### config.mk
export PLATFORM = sky130hd
export DESIGN_NAME = pwm_capture_flat
export DESIGN_NICKNAME = d
export VERILOG_FILES = /design/src/rtl/pwm_capture_pkg.sv /design/src/rtl/pwm_capture_if.sv /design/src/rtl/pwm_input_filter.sv /design/src/rtl/pwm_capture.sv /design/src/flat_wrapper.sv
export SDC_FILE = /design/constraint.sdc
export NUM_CORES = 1
export LEC_CHECK = 0
export ABC_AREA = 0
export CORE_MARGIN = 2
export CORE_UTILIZATION = 45
export DETAILED_ROUTE_END_ITERATION = 16
export SLEW_MARGIN = 10
export SYNTH_ARGS = -nofsm -noshare
export SYNTH_HDL_FRONTEND = slang
export SYNTH_SLANG_ARGS = --single-unit
### constraint.sdc
create_clock -name clock -period 3.85 [get_ports clock]
set_input_delay 0.385 -clock clock [delete_from_list [all_inputs] [get_ports clock]]
set_output_delay 0.385 -clock clock [all_outputs]
set_load 0.005 [all_outputs]
### src/rtl/pwm_capture_pkg.sv
`default_nettype none
// +--------------------------------------------------------------------+
// | pwm_capture_pkg : phase_driver timing constants, states, decoder   |
// | Rev 1.0 - initial release                                          |
// +--------------------------------------------------------------------+
package pwm_capture_pkg;

  // Project builds supply these from phase_driver.vh; the fallbacks keep
  // the block self-contained when that header is not pulled in first.
`ifndef DUTY_CYCLE_WIDTH
  `define DUTY_CYCLE_WIDTH 8
`endif
`ifndef COUNTER_WIDTH
  `define COUNTER_WIDTH 12
`endif
`ifndef MAX_COUNTER
  `define MAX_COUNTER 1000
`endif
`ifndef DEAD_TIME
  `define DEAD_TIME 2
`endif
`ifndef DUTY_CYCLE_STEP_RES
  `define DUTY_CYCLE_STEP_RES 4
`endif

  localparam int DUTY_CYCLE_WIDTH    = `DUTY_CYCLE_WIDTH;
  localparam int COUNTER_WIDTH       = `COUNTER_WIDTH;
  localparam int MAX_COUNTER         = `MAX_COUNTER;
  localparam int DEAD_TIME           = `DEAD_TIME;
  localparam int DUTY_CYCLE_STEP_RES = `DUTY_CYCLE_STEP_RES;
  localparam int STEP_SHIFT          = $clog2(DUTY_CYCLE_STEP_RES);

  localparam logic [COUNTER_WIDTH-1:0] DEAD_SPAN = COUNTER_WIDTH'(2 * DEAD_TIME);
  localparam logic [COUNTER_WIDTH-1:0] DUTY_FULL = COUNTER_WIDTH'((1 << DUTY_CYCLE_WIDTH) - 1);

  typedef enum logic [1:0] {
    SYNC      = 2'd0,
    MEAS_LOW  = 2'd1,
    MEAS_HIGH = 2'd2
  } state_t;

  // Low-time in clocks to duty steps, minus both dead-time bands, clamped.
  function automatic logic [DUTY_CYCLE_WIDTH-1:0] decode_duty(input logic [COUNTER_WIDTH-1:0] low_time);
    logic [COUNTER_WIDTH-1:0] steps;
    logic [COUNTER_WIDTH-1:0] excess;
    steps  = low_time >> STEP_SHIFT;
    excess = steps - DEAD_SPAN;
    if (steps <= DEAD_SPAN) return '0;
    if (excess > DUTY_FULL) return '1;
    return excess[DUTY_CYCLE_WIDTH-1:0];
  endfunction

endpackage
`default_nettype wire

### src/rtl/pwm_capture_if.sv
`default_nettype none
// +--------------------------------------------------------------------+
// | pwm_capture_if : gate input and decoded-duty outputs of the capture |
// | Rev 1.0 - initial release                                          |
// +--------------------------------------------------------------------+
interface pwm_capture_if;
  import pwm_capture_pkg::*;

  logic                          pwm_in;
  logic [DUTY_CYCLE_WIDTH-1:0]   duty_cycle;
  logic                          duty_valid;
  logic [COUNTER_WIDTH-1:0]      period;
  logic                          stuck_high;
  logic                          stuck_low;

  modport master (
    output pwm_in,
    input  duty_cycle, duty_valid, period, stuck_high, stuck_low
  );

  modport slave (
    input  pwm_in,
    output duty_cycle, duty_valid, period, stuck_high, stuck_low
  );
endinterface
`default_nettype wire

### src/rtl/pwm_input_filter.sv
`default_nettype none
// +--------------------------------------------------------------------+
// | pwm_input_filter : 2-flop synchronizer, optional glitch filter     |
// | (PWM_CAPTURE_GLITCH_FILTER_EN)  Rev 1.0 - initial release          |
// +--------------------------------------------------------------------+
module pwm_input_filter
  import pwm_capture_pkg::*;
#(
  parameter int FILTER_LEN = 3
) (
  input  logic clock,
  input  logic reset_n,
  input  logic pwm_in,
  output logic pwm_sync
);

  logic r_meta;
  logic r_sync;

  always_ff @(posedge clock or negedge reset_n) begin
    if (!reset_n) begin
      r_meta <= 1'b0;
      r_sync <= 1'b0;
    end else begin
      r_meta <= pwm_in;
      r_sync <= r_meta;
    end
  end

`ifdef PWM_CAPTURE_GLITCH_FILTER_EN
  localparam int c_run_w = $clog2(FILTER_LEN + 1);

  logic [c_run_w-1:0] r_run;
  logic               r_filt;

  // r_run counts consecutive samples that disagree with the accepted level.
  always_ff @(posedge clock or negedge reset_n) begin
    if (!reset_n) begin
      r_run  <= '0;
      r_filt <= 1'b0;
    end else if (r_sync == r_filt) begin
      r_run  <= '0;
    end else if (r_run == c_run_w'(FILTER_LEN - 1)) begin
      r_run  <= '0;
      r_filt <= r_sync;
    end else begin
      r_run  <= r_run + 1'b1;
    end
  end

  assign pwm_sync = r_filt;
`else
  assign pwm_sync = r_sync;
`endif

endmodule
`default_nettype wire

### src/rtl/pwm_capture.sv
`default_nettype none
// +--------------------------------------------------------------------+
// | pwm_capture : decodes low-side gate timing into duty, period, stuck |
// | (PWM_CAPTURE_GLITCH_FILTER_EN selects input filter)  Rev 1.0       |
// +--------------------------------------------------------------------+
module pwm_capture
  import pwm_capture_pkg::*;
#(
  parameter int TIMEOUT_CYCLES = 2 * MAX_COUNTER,
  parameter int FILTER_LEN     = 3
) (
  input  logic          clock,
  input  logic          reset_n,
  pwm_capture_if.slave  bus
);

  localparam int c_idle_w = $clog2(TIMEOUT_CYCLES + 1);

  logic                         w_level;
  logic                         r_level_d;
  logic                         r_rise;
  logic                         r_fall;
  logic                         w_edge;
  logic                         w_timeout;
  logic [c_idle_w-1:0]          r_idle;
  state_t                       r_state;
  state_t                       w_state_d;
  logic                         w_start_low;
  logic                         w_load_duty;
  logic                         w_load_period;
  logic [COUNTER_WIDTH-1:0]     r_low_cnt;
  logic [COUNTER_WIDTH-1:0]     r_per_cnt;
  logic [COUNTER_WIDTH-1:0]     r_period;
  logic [DUTY_CYCLE_WIDTH-1:0]  r_duty;
  logic                         r_duty_valid;
  logic                         r_stuck_high;
  logic                         r_stuck_low;

  pwm_input_filter #(
    .FILTER_LEN (FILTER_LEN)
  ) u_filter (
    .clock    (clock),
    .reset_n  (reset_n),
    .pwm_in   (bus.pwm_in),
    .pwm_sync (w_level)
  );

  always_ff @(posedge clock or negedge reset_n) begin
    if (!reset_n) begin
      r_level_d <= 1'b0;
      r_rise    <= 1'b0;
      r_fall    <= 1'b0;
    end else begin
      r_level_d <= w_level;
      r_rise    <= w_level & ~r_level_d;
      r_fall    <= ~w_level & r_level_d;
    end
  end

  assign w_edge    = r_rise | r_fall;
  // An edge in the same cycle masks the timeout and restarts idle counting.
  assign w_timeout = !w_edge && (r_idle == c_idle_w'(TIMEOUT_CYCLES - 1));

  always_ff @(posedge clock or negedge reset_n) begin
    if (!reset_n) begin
      r_idle <= '0;
    end else if (w_edge) begin
      r_idle <= '0;
    end else if (r_idle != c_idle_w'(TIMEOUT_CYCLES)) begin
      r_idle <= r_idle + 1'b1;
    end
  end

  always_ff @(posedge clock or negedge reset_n) begin
    if (!reset_n) r_state <= SYNC;
    else          r_state <= w_state_d;
  end

  always_comb begin
    w_state_d     = r_state;
    w_start_low   = 1'b0;
    w_load_duty   = 1'b0;
    w_load_period = 1'b0;
    if (w_timeout) begin
      w_state_d = SYNC;
    end else begin
      case (r_state)
        SYNC: begin
          if (r_fall) begin
            w_state_d   = MEAS_LOW;
            w_start_low = 1'b1;
          end
        end
        MEAS_LOW: begin
          if (r_rise) begin
            w_state_d   = MEAS_HIGH;
            w_load_duty = 1'b1;
          end
        end
        MEAS_HIGH: begin
          if (r_fall) begin
            w_state_d     = MEAS_LOW;
            w_start_low   = 1'b1;
            w_load_period = 1'b1;
          end
        end
        default: w_state_d = SYNC;
      endcase
    end
  end

  // Both counters restart at 1 on the fall so they read the exact interval length.
  always_ff @(posedge clock or negedge reset_n) begin
    if (!reset_n) begin
      r_low_cnt <= '0;
      r_per_cnt <= '0;
    end else if (w_start_low) begin
      r_low_cnt <= COUNTER_WIDTH'(1);
      r_per_cnt <= COUNTER_WIDTH'(1);
    end else begin
      if (r_state == MEAS_LOW && r_low_cnt != '1) r_low_cnt <= r_low_cnt + 1'b1;
      if (r_state != SYNC && r_per_cnt != '1)     r_per_cnt <= r_per_cnt + 1'b1;
    end
  end

  always_ff @(posedge clock or negedge reset_n) begin
    if (!reset_n) begin
      r_duty       <= '0;
      r_duty_valid <= 1'b0;
      r_period     <= '0;
      r_stuck_high <= 1'b0;
      r_stuck_low  <= 1'b0;
    end else begin
      r_duty_valid <= 1'b0;
      if (w_timeout) begin
        r_duty_valid <= 1'b1;
        if (r_level_d) begin
          r_stuck_high <= 1'b1;
          r_duty       <= '0;
        end else begin
          r_stuck_low  <= 1'b1;
          r_duty       <= '1;
        end
      end else begin
        if (w_edge) begin
          r_stuck_high <= 1'b0;
          r_stuck_low  <= 1'b0;
        end
        if (w_load_duty) begin
          r_duty       <= decode_duty(r_low_cnt);
          r_duty_valid <= 1'b1;
        end
        if (w_load_period) r_period <= r_per_cnt;
      end
    end
  end

  assign bus.duty_cycle = r_duty;
  assign bus.duty_valid = r_duty_valid;
  assign bus.period     = r_period;
  assign bus.stuck_high = r_stuck_high;
  assign bus.stuck_low  = r_stuck_low;

endmodule
`default_nettype wire
### src/flat_wrapper.sv
// flat-port wrapper written by rule: the top's interface ports become plain ports
module pwm_capture_flat import pwm_capture_pkg::*;
#(
  parameter int TIMEOUT_CYCLES = 2 * MAX_COUNTER,
  parameter int FILTER_LEN     = 3
)
  (clock, reset_n, bus_pwm_in, bus_duty_cycle, bus_duty_valid, bus_period, bus_stuck_high, bus_stuck_low);
  pwm_capture_if bus_i ();
  input  logic clock;
  input  logic reset_n;
  input wire logic [$bits(bus_i.pwm_in)-1:0] bus_pwm_in;
  output wire logic [$bits(bus_i.duty_cycle)-1:0] bus_duty_cycle;
  output wire logic [$bits(bus_i.duty_valid)-1:0] bus_duty_valid;
  output wire logic [$bits(bus_i.period)-1:0] bus_period;
  output wire logic [$bits(bus_i.stuck_high)-1:0] bus_stuck_high;
  output wire logic [$bits(bus_i.stuck_low)-1:0] bus_stuck_low;
  assign bus_i.pwm_in = bus_pwm_in;
  assign bus_duty_cycle = bus_i.duty_cycle;
  assign bus_duty_valid = bus_i.duty_valid;
  assign bus_period = bus_i.period;
  assign bus_stuck_high = bus_i.stuck_high;
  assign bus_stuck_low = bus_i.stuck_low;
  pwm_capture #(.TIMEOUT_CYCLES(TIMEOUT_CYCLES), .FILTER_LEN(FILTER_LEN)) u_core (.clock(clock), .reset_n(reset_n), .bus(bus_i));
endmodule
# After elaboration in Yosys (flattened, before gate mapping)
# Index checks and enable logic that the tools add are counted.
classes:
  n_reduce_logical: 16
  n_eq_ne: 10
  add_sub_neg: 4
  n_mux: 39
  multipliers: 0
  bitwise_logic: 6
  shifts: 0
  magnitude_cmp: 2
  div_mod_pow: 0
op_table:
  columns: ["cell", "n"]
  rows:
  - ["two-way mux 8 bit", 7]
  - ["two-way mux 12 bit", 4]
  - ["adder 12 x 1 -> 12 bit, second input constant", 2]
  - ["!= test 12 bit, second input constant", 2]
  - ["two-way mux 1 bit", 22]
  - ["two-way mux 11 bit", 2]
  - ["> comparator 12 x 8 -> 1 bit, second input constant", 1]
  - ["nonzero test 2 bit", 6]
  - ["adder 11 x 1 -> 11 bit, second input constant", 1]
  - ["equality test 11 bit, second input constant", 1]
  - ["!= test 11 bit, second input constant", 1]
  - ["subtractor 10 x 3 -> 11 bit, second input constant", 1]
  - ["less-or-equal comparator 10 x 3 -> 1 bit, second input constant", 1]
  - ["AND reduction 2 bit", 4]
  - ["two-way mux 2 bit", 3]
  - ["!= test 3 x 1 -> 1 bit, second input constant", 2]
  - ["case mux 2 bit (2 select lines)", 1]
  - ["logical AND 1 bit", 3]
  - ["NOT 1 bit", 3]
  - ["bitwise AND 1 bit", 2]
  - ["equality test 2 x 1 -> 1 bit, second input constant", 1]
  - ["equality test 2 bit, second input constant", 1]
  - ["zero test 2 bit", 1]
  - ["!= test 2 x 1 -> 1 bit, second input constant", 1]
  - ["4 further kinds", 4]
word_totals:
  ram_bits: 0
  mem_count: 0
  word_cells: 91
  inputBits: 3
  regBits: 65
  latchBits: 0
  output_inout_bits: 23
  romBits: 0

# Logic depth before layout (Yosys ltp)
# Gate-level depths: netlist (run 1).
logic_depth:
  depth_word: 13
  mapped_depth: 7
  ltp_nobuf: 6

# Modules after synthesis
# Synthesis (run 1) repeated with hierarchy kept, for this count alone.
hier_totals:
  hier_cells: 328
  hier_area_um2: 3254.4
by_module_without_submodules:
  columns: ["mod", "instances", "cells_per_inst", "area_per_inst_um2", "seq_area_each_um2"]
  rows:
  - ["pwm_capture", 1, 326, 3204.3, 1576.5]
  - ["pwm_input_filter", 1, 2, 50.0, 50.0]

# Worst setup path after synthesis (run 1)
# No wires, ideal clock.
synth_path:
  path_type: "register -> register"
  startpoint: "register u_core.r_low_cnt[4]"
  endpoint: "register u_core.r_duty[0] (netlist: u_core.bus.duty_cycle[0])"
  arrival_ps: 1671
  path_slack_ps: 2075
  required_time_ps: 3746
  stages_incl_launch_ff: 8
  n_path_buf: 1
  period_less_slack_ps: 1775
  cell_sequence: "dfrtp_1 -> clkbuf_1 -> inv_1 -> ha_1 -> and3b_1 -> mux2i_1 -> o31ai_2 -> a221oi_1"
synth_via:
  elab_chain_cells: 10
synth_lines:
  columns: ["item", "line_no", "text"]
  rows:
  - ["start, declared", "pwm_capture.sv:31", "logic [COUNTER_WIDTH-1:0] r_low_cnt;"]
  - ["start signal, assigned", "pwm_capture.sv:121", "if (r_state == MEAS_LOW && r_low_cnt != '1) r_low_cnt <= r_low_cnt + 1'b1;"]
  - ["subtractor 10 x 3 -> 11 bit", "pwm_capture_pkg.sv:47", "excess = steps - DEAD_SPAN;"]
  - ["> comparator 12 x 8 -> 1 bit", "pwm_capture_pkg.sv:49", "if (excess > DUTY_FULL) return '1;"]
  - ["two-way mux 1 bit (2 in series)", "pwm_capture_pkg.sv:49", null]
  - ["two-way mux 1 bit", "pwm_capture.sv:149", "if (w_load_duty) begin"]
  - ["two-way mux 1 bit", "pwm_capture.sv:135", "if (w_timeout) begin"]
  - ["two-way mux 8 bit", "pwm_capture_pkg.sv:50", "return excess[DUTY_CYCLE_WIDTH-1:0];"]
  - ["two-way mux 8 bit (*)", "pwm_capture_pkg.sv:49", null]
  - ["two-way mux 8 bit (*)", "pwm_capture.sv:149", null]
  - ["two-way mux 8 bit (*)", "pwm_capture.sv:135", null]
  - ["end signal, assigned", "pwm_capture.sv:150", "r_duty <= decode_duty(r_low_cnt);"]
  - ["end, declared", "pwm_capture.sv:34", "logic [DUTY_CYCLE_WIDTH-1:0] r_duty;"]
# Mark *: on every way between the ends. The rest lies on a longest branch, timed or not. The select of a mux whose other input is x is not followed.
# A chain may end at the register's enable or synchronous reset.

# Worst setup path in the final report (run 1)
layout_path:
  startpoint: "register u_core.r_state[0]"
  endpoint: "register u_core.r_low_cnt[11]"
layout_via:
  elab_chain_cells: 5
layout_lines:
  columns: ["item", "line_no", "text"]
  rows:
  - ["start, declared", "pwm_capture.sv:26", "state_t r_state;"]
  - ["start signal, assigned", "pwm_capture.sv:76", "else r_state <= w_state_d;"]
  - ["equality test 2 bit or zero test 2 bit (tied branches)", "pwm_capture.sv:87", "case (r_state)"]
  - ["OR reduction 2 bit (no line)", null, null]
  - ["two-way mux 1 bit", null, null]
  - ["two-way mux 1 bit", "pwm_capture.sv:84", "if (w_timeout) begin"]
  - ["two-way mux 12 bit or nonzero test 2 bit (tied branches)", null, null]
# Parallel ways exist; a longest one is shown, timed or not.

==> summary.md, run 1 <==
| Metric | Value |
|---|---|
| Post-Syn Area | `3430 um^2` |
| Drt first pass iters | `7` |
| Reg power frac | `47.8%` |
| Critical Path RT | `4.11 ns` |
| Total number of vias | `2,477` |
| Worst vdd ir | `0.250 mV` |
| Post-Route Skew | `0.00879 ns` |
| Synth Area per Inst | `10.6 um^2` |
| Pre-CTS setup slack | `1.84 ns` |
| DRC | `0` |
| Initial drt markers | `107` |
| Root buffer cell | `clkbuf_8` |
| Clock transition at the registers of the reported paths | `0.07 ns` |
| Clk_lat worst skew | `0.33 ns` |
| Least-Margin Pin Slew | `0.937 ns` |
| Ys async rst share | `100%` |
| Sw frac | `29.1%` |
| Final core occ | `53.5%` |
| Critical Path Start Type | `register` |
| Worst Setup End Kind | `register` |
| Vias in the first global route | `2,439` |
| I/O pin count | `26` |
| Syn nets | `333` |
| Min Tclk post-route | `2.02 ns` |
| Most used standard cell by instance count after synthesis | `dfrtp_1` |
| Routed vias/inst | `5.50` |
| Final setup margin | `1.83 ns` |
| Fin Setup TNS | `0 ns` |
| Drt total wl | `6750 um` |
| Unrepaired setup endpoints after global routing | `false` |
| NetSw | `0.000538 W` |
| Post-synth EDFFs | `0` |
| Share of layout cells above drive strength 1 | `13.4%` |
| Most used DFF post-synth | `dfrtp_1` |
| LEAKAGE | `1.71 nW` |
| Critical path's slowest cell | `nor2b_1` |
| Mapped Cells | `323` |
| Synth-to-Final Area Change | `14.3%` |
| GRT overflow | `0` |
| Post-synth top area cell | `dfrtp_1` |
| Critical path class | `register to register` |
| # resized after CTS | `0` |
| WP data arrival | `2.29 ns` |
| HPWL Detailed | `4650 um` |
| Average wire per standard cell | `15.0 um` |
| Largest net degree at the start of global routing | `42` |
| Yosys warning count | `0` |
| Run status | `finished, final reports clean` |
| Number of distinct library cells after synthesis | `61` |
| Die ar. | `8330 um^2` |
| Num CTS Buffers | `9` |
| Synth area leaders | `dfrtp_1, mux2_2, nor2_1` |
| Slew Limit Fails | `0` |
| Post-route total power | `0.00185 W` |
| Post-CTS Setup Bufs | `0` |
| Max Root-Sink Buffers | `2` |
| HP Class | `input port to async pin` |
| Max incr delay on CP | `0.63 ns` |
| CTS Hold Buffers Added | `0` |
| DIE WIDTH | `91.3 um` |
| Worst-path fanout max | `11` |
| Comb power frac | `22.0%` |
| CTS tree | `done` |
| GPL Wtd Cong | `0.822` |
| IO buf count | `25` |
| Clock share of power | `30.2%` |
| Yosys reg bits | `65` |
| Final ANT Viol Nets | `0` |
| Fill count | `638` |
| Core Area | `7330 um^2` |
| CP Cell Sequence | `nor2b_1 > nand4_1 > or4_1 > a21oi_1` |
| Top cells by count, synth | `dfrtp_1, nor2_1, nand2_1, a21oi_1` |
| PD cells | `472 nW/um^2` |
| Share of the synthesized area in the top cell type | `47.4%` |
| ANT cells | `0` |
| Overall routing resource usage | `17.8%` |
| Post-layout nets | `356` |
| Tcrit/Tclk final | `52.6%` |
| Register area share after synthesis | `47.4%` |
| Int Power | `0.00131 W` |
| Rows | `31` |
| Die height | `91.3 um` |
| Fmax | `494 MHz` |
| Initial Util | `46.8%` |
| Global-route wire length before repair | `11,900 um` |
| # Max-Cap Violations | `0` |
| Final setup viols | `0` |
| TritonCTS Sinks | `65` |
| Max_slew headroom | `37.6%` |
| H-tree level count | `3` |
| Final-report hold violation count | `0` |
| Initial antenna violation count | `0` |
==> sequential cells by signal (all words and copies together) (netlist names) <==
| name | count |
|---|---|
| u_core.u_filter.r_meta | 1 |
| u_core.bus.period | 12 |
| u_core.r_low_cnt | 12 |
| u_core.r_per_cnt | 12 |
| u_core.r_level_d | 1 |
| u_core.bus.duty_cycle | 8 |
| u_core.r_rise | 1 |
| u_core.bus.stuck_high | 1 |
| u_core.r_state | 2 |
| u_core.u_filter.pwm_sync | 1 |
| u_core.bus.stuck_low | 1 |
| u_core.r_fall | 1 |
| u_core.bus.duty_valid | 1 |
| u_core.r_idle | 11 |
==> path summary, 6_finish.rpt <==
path                                   startpoint                        to  slack (ns)  cells after the start
min in group clock         u_core.u_filter.r_meta  u_core.u_filter.pwm_sync        0.35                      0
setup reg to reg                u_core.r_state[0]      u_core.r_low_cnt[11]        1.83                      4
setup / recovery                u_core.r_state[0]      u_core.r_low_cnt[11]        1.83                      4
max in group asynchronous                 reset_n       u_core.r_per_cnt[3]        2.79                      2
hold / removal                            reset_n          u_core.r_idle[8]        0.19                      1
hold reg to reg            u_core.u_filter.r_meta  u_core.u_filter.pwm_sync        0.35                      0
==> through the flow <==
stage,cell area (um^2),instances,hold slack (ns)
global route,3920,450,0.270
finish,3920,450,0.192
CTS,3920,450,0.219
global placement,3730,434,0.335
detailed placement,3730,434,0.337
floorplan,3430,323,0.0894
==> layout by cell type, fill, tap and decap left out, drive strengths merged, types with 6 or more instances in the layout <==
master	instances
dfrtp	65
mux2	10
ha	7
nand3	13
a21oi	14
a311oi	7
xor2	8
or3	6
xnor2	8
o31ai	8
o21ai	8
mux2i	6
nor3	12
nand4	9
inv	9
nand2	26
clkbuf	13
nor2	27
clkdlybuf4s50	24
==> cell type report <==
type                    count  area, um^2  area share, %
flip-flops and latches     65        1630           41.5
clock inverters             3        40.0           1.02
multi-input cells         234        1690           43.0
inverters                   9        33.8          0.862
clock buffers              13         149           3.80
well taps                  99         124           3.16
repair buffers             27         260           6.64
==> critical path, delay by kind of cell, from the launching register on <==
| family | cells | cell delay, ns |
|---|---|---|
| simple gates | 3 | 1.38 |
| flops | 1 | 0.44 |
| compound gates | 1 | 0.15 |
==> per-layer routing <==
layer / track usage (%) / wire, um / vias up
li1: - / - / 1232
met1: 24.1 / 3290 / 1199
met2: 28.4 / 3170 / 42
met3: 5.15 / 241 / 4
met4: 4.29 / 45 / 0
met5: 0 / 0 / -
==> power groups by stage <==
stage / combinational (W) / clock [W] / sequential, W
global route: 0.000462 / 0.000602 / 0.000899
finish: 0.000407 / 0.000560 / 0.000884
CTS: 0.000415 / 0.000575 / 0.000884
detailed placement: 0.000413 / 0 / 0.000896
floorplan: 0.000250 / 0 / 0.000875
global placement: 0.000404 / 0 / 0.000890
==> kinds of logic after synthesis <==
family,after synthesis,synth area share [%]
simple gates,137,23.9
mux,16,5.04
buf+inv,24,3.36
xor+xnor,16,4.09
compound gates,58,13.6
flops,65,47.4
fa+ha+maj,7,2.55
Note: power is estimated with default switching activity, not from simulation.
==> run 2: changes to the inputs <==
clock period = 2.1 ns   (was 3.85 ns; I/O delays follow)
==> summary.md, run 2 (synthesized netlist as in run 1, its figures left out) <==
| Metric | Value |
|---|---|
| Fmax | `537 MHz` |
| LEAKAGE | `1.74 nW` |
| Critical path's slowest cell | `dfrtp_1` |
| Initial antenna violation count | `0` |
| FF-to-FF setup slack | `0.24 ns` |
| Final ANT Viol Nets | `0` |
| Num CTS Buffers | `9` |
| H-tree level count | `3` |
| # resized after CTS | `0` |
| Max Root-Sink Buffers | `2` |
| Post-Route Skew | `0.00816 ns` |
| Critical Path Start Type | `register` |
| HPWL Detailed | `4720 um` |
| FF-to-FF path depth | `6` |
| R2r endpoint | `u_core.bus.duty_cycle[0]` |
| Synth-to-Final Area Change | `15.6%` |
| IO buf count | `25` |
| Largest net degree at the start of global routing | `45` |
| Root buffer cell | `clkbuf_8` |
| Die ar. | `8330 um^2` |
| Critical Path RT | `2.33 ns` |
| Least-Margin Pin Slew | `0.586 ns` |
| WP data arrival | `2.10 ns` |
| GPL Wtd Cong | `0.866` |
| Final setup viols | `0` |
| Worst-path fanout max | `11` |
| Vias in the first global route | `2,446` |
| Global-route wire length before repair | `11,800 um` |
| PD cells | `866 nW/um^2` |
| Hold Path Cell Cnt | `1` |
| CTS tree | `done` |
| DRC | `0` |
| Run status | `finished, final reports clean` |
| Unrepaired setup endpoints after global routing | `false` |
| Post-Layout Cell Count | `452` |
| TritonCTS Sinks | `65` |
| Total number of vias | `2,487` |
| R2r startpoint | `u_core.r_low_cnt[4]` |
| Worst Hold End | `u_core.u_filter.r_meta` |
| GRT overflow | `0` |
| Overall routing resource usage | `17.6%` |
| ANT cells | `0` |
| Drt total wl | `6790 um` |
| Rows | `31` |
| Average wire per standard cell | `15.0 um` |
| Post-layout nets | `359` |
| Hold Crit Start | `bus_pwm_in` |
| Initial drt markers | `135` |
| DIE WIDTH | `91.3 um` |
| Worst vdd ir | `0.503 mV` |
| Fin Setup TNS | `0 ns` |
| Clock transition at the registers of the reported paths | `0.07 ns` |
| Max_slew headroom | `60.7%` |
| Clk_lat worst skew | `0.33 ns` |
| Slew Limit Fails | `0` |
| Initial Util | `46.8%` |
| Share of layout cells above drive strength 1 | `14.2%` |
| Critical path class | `register to register` |
| DP Cell Count | `436` |
| I/O pin count | `26` |
| Drt first pass iters | `4` |
| Min Tclk post-route | `1.86 ns` |
| Max incr delay on CP | `0.53 ns` |
| Most frequent cells in the layout | `dfrtp_1, nor2_1, nand2_1` |
| HP Class | `input port to register` |
| Final-report hold violation count | `0` |
| Die height | `91.3 um` |
| Routed vias/inst | `5.50` |
| Commonest non-fill, non-tap cell in the layout | `dfrtp_1` |
| Worst Setup End Kind | `register` |
| # Max-Cap Violations | `0` |
| Core Area | `7330 um^2` |
| CP Cell Sequence | `inv_1 > ha_1 > and3b_1 > mux2i_1 > o31ai_2 > a221oi_1` |
| Tcrit/Tclk final | `88.8%` |
==> run 2: cell types whose count changed in the layout (fill, tap and decap cells not counted), sizes merged <==
| cell | change |
|---|---|
| dlygate4sd3 | +1 |
| clkbuf | -1 |
| buf | +2 |
==> run 2: repair_timing <==
action / 4_1_cts / 5_1_grt
hold buffers: 1 / 0
endpoints found under the hold margin: 21 / 0
buffers inserted: 0 / 0
==> run 2: critical path, delay by kind of cell, from the launching register on <==
family | cells | cell delay, ns
AOI/OAI and AO/OA | 2 | 0.47
adders and majority gates | 1 | 0.28
buffers and inverters | 1 | 0.13
DFF | 1 | 0.53
muxes | 1 | 0.16
and+or+nand+nor | 1 | 0.20
==> run 2: final cells by class <==
type	instances	area, um^2
clock inverter	3	40.0
inverter	9	33.8
fill	676	3370
timing repair buffer	30	298
multi-input combinational	234	1690
tap	99	124
sequential	65	1630
clock buffer	12	155
==> run 2: through the flow <==
stage / hold slack [ns] / util, % / total power, W / setup slack, ns / instance area [um^2]
global placement: 0.206 / 51.3 / 0.00239 / 0.253 / 3760
global route: 0.308 / 54.1 / 0.00364 / 0.0684 / 3960
CTS: 0.306 / 54.1 / 0.00348 / 0.212 / 3960
detailed placement: 0.214 / 51.3 / 0.00241 / 0.224 / 3760
finish: 0.316 / 54.1 / 0.00343 / 0.236 / 3960
floorplan: -0.0856 / - / 0.00206 / 0.325 / 3430
==> run 2: metal layers <==
metal / global-route usage (%) / routed length (um) / vias to the layer above
li1: - / - / 1242
met4: 5.05 / 88 / 0
met1: 23.7 / 3360 / 1204
met5: 0 / 0 / -
met3: 5.23 / 196 / 11
met2: 27.8 / 3140 / 30
==> run 2: report_power, final <==
part	internal (W)	switching, W
clock network	0.000603	0.000448
registers	0.00144	0.000184
logic	0.000403	0.000359
total	0.00244	0.000990
==> run 2: worst max-delay path by stage <==
stage | from | slack, ns | to | cells after the start
final | u_core.r_low_cnt[4] | 0.24 | u_core.bus.duty_cycle[0] | 6
after global routing | u_core.r_low_cnt[4] | 0.07 | u_core.bus.duty_cycle[2] | 6
after CTS | u_core.r_low_cnt[4] | 0.21 | u_core.bus.duty_cycle[1] | 6
after detailed placement | u_core.r_low_cnt[4] | 0.22 | u_core.bus.duty_cycle[6] | 4
after global placement | u_core.r_low_cnt[4] | 0.25 | u_core.bus.duty_cycle[1] | 6
after floorplan | u_core.r_low_cnt[4] | 0.33 | u_core.bus.duty_cycle[0] | 7
==> run 3: changes to the inputs <==
CAP_MARGIN = 20   (was unset)
==> results of run 3 <==
No change in the layout: final DEF, timing and power equal those of run 2.
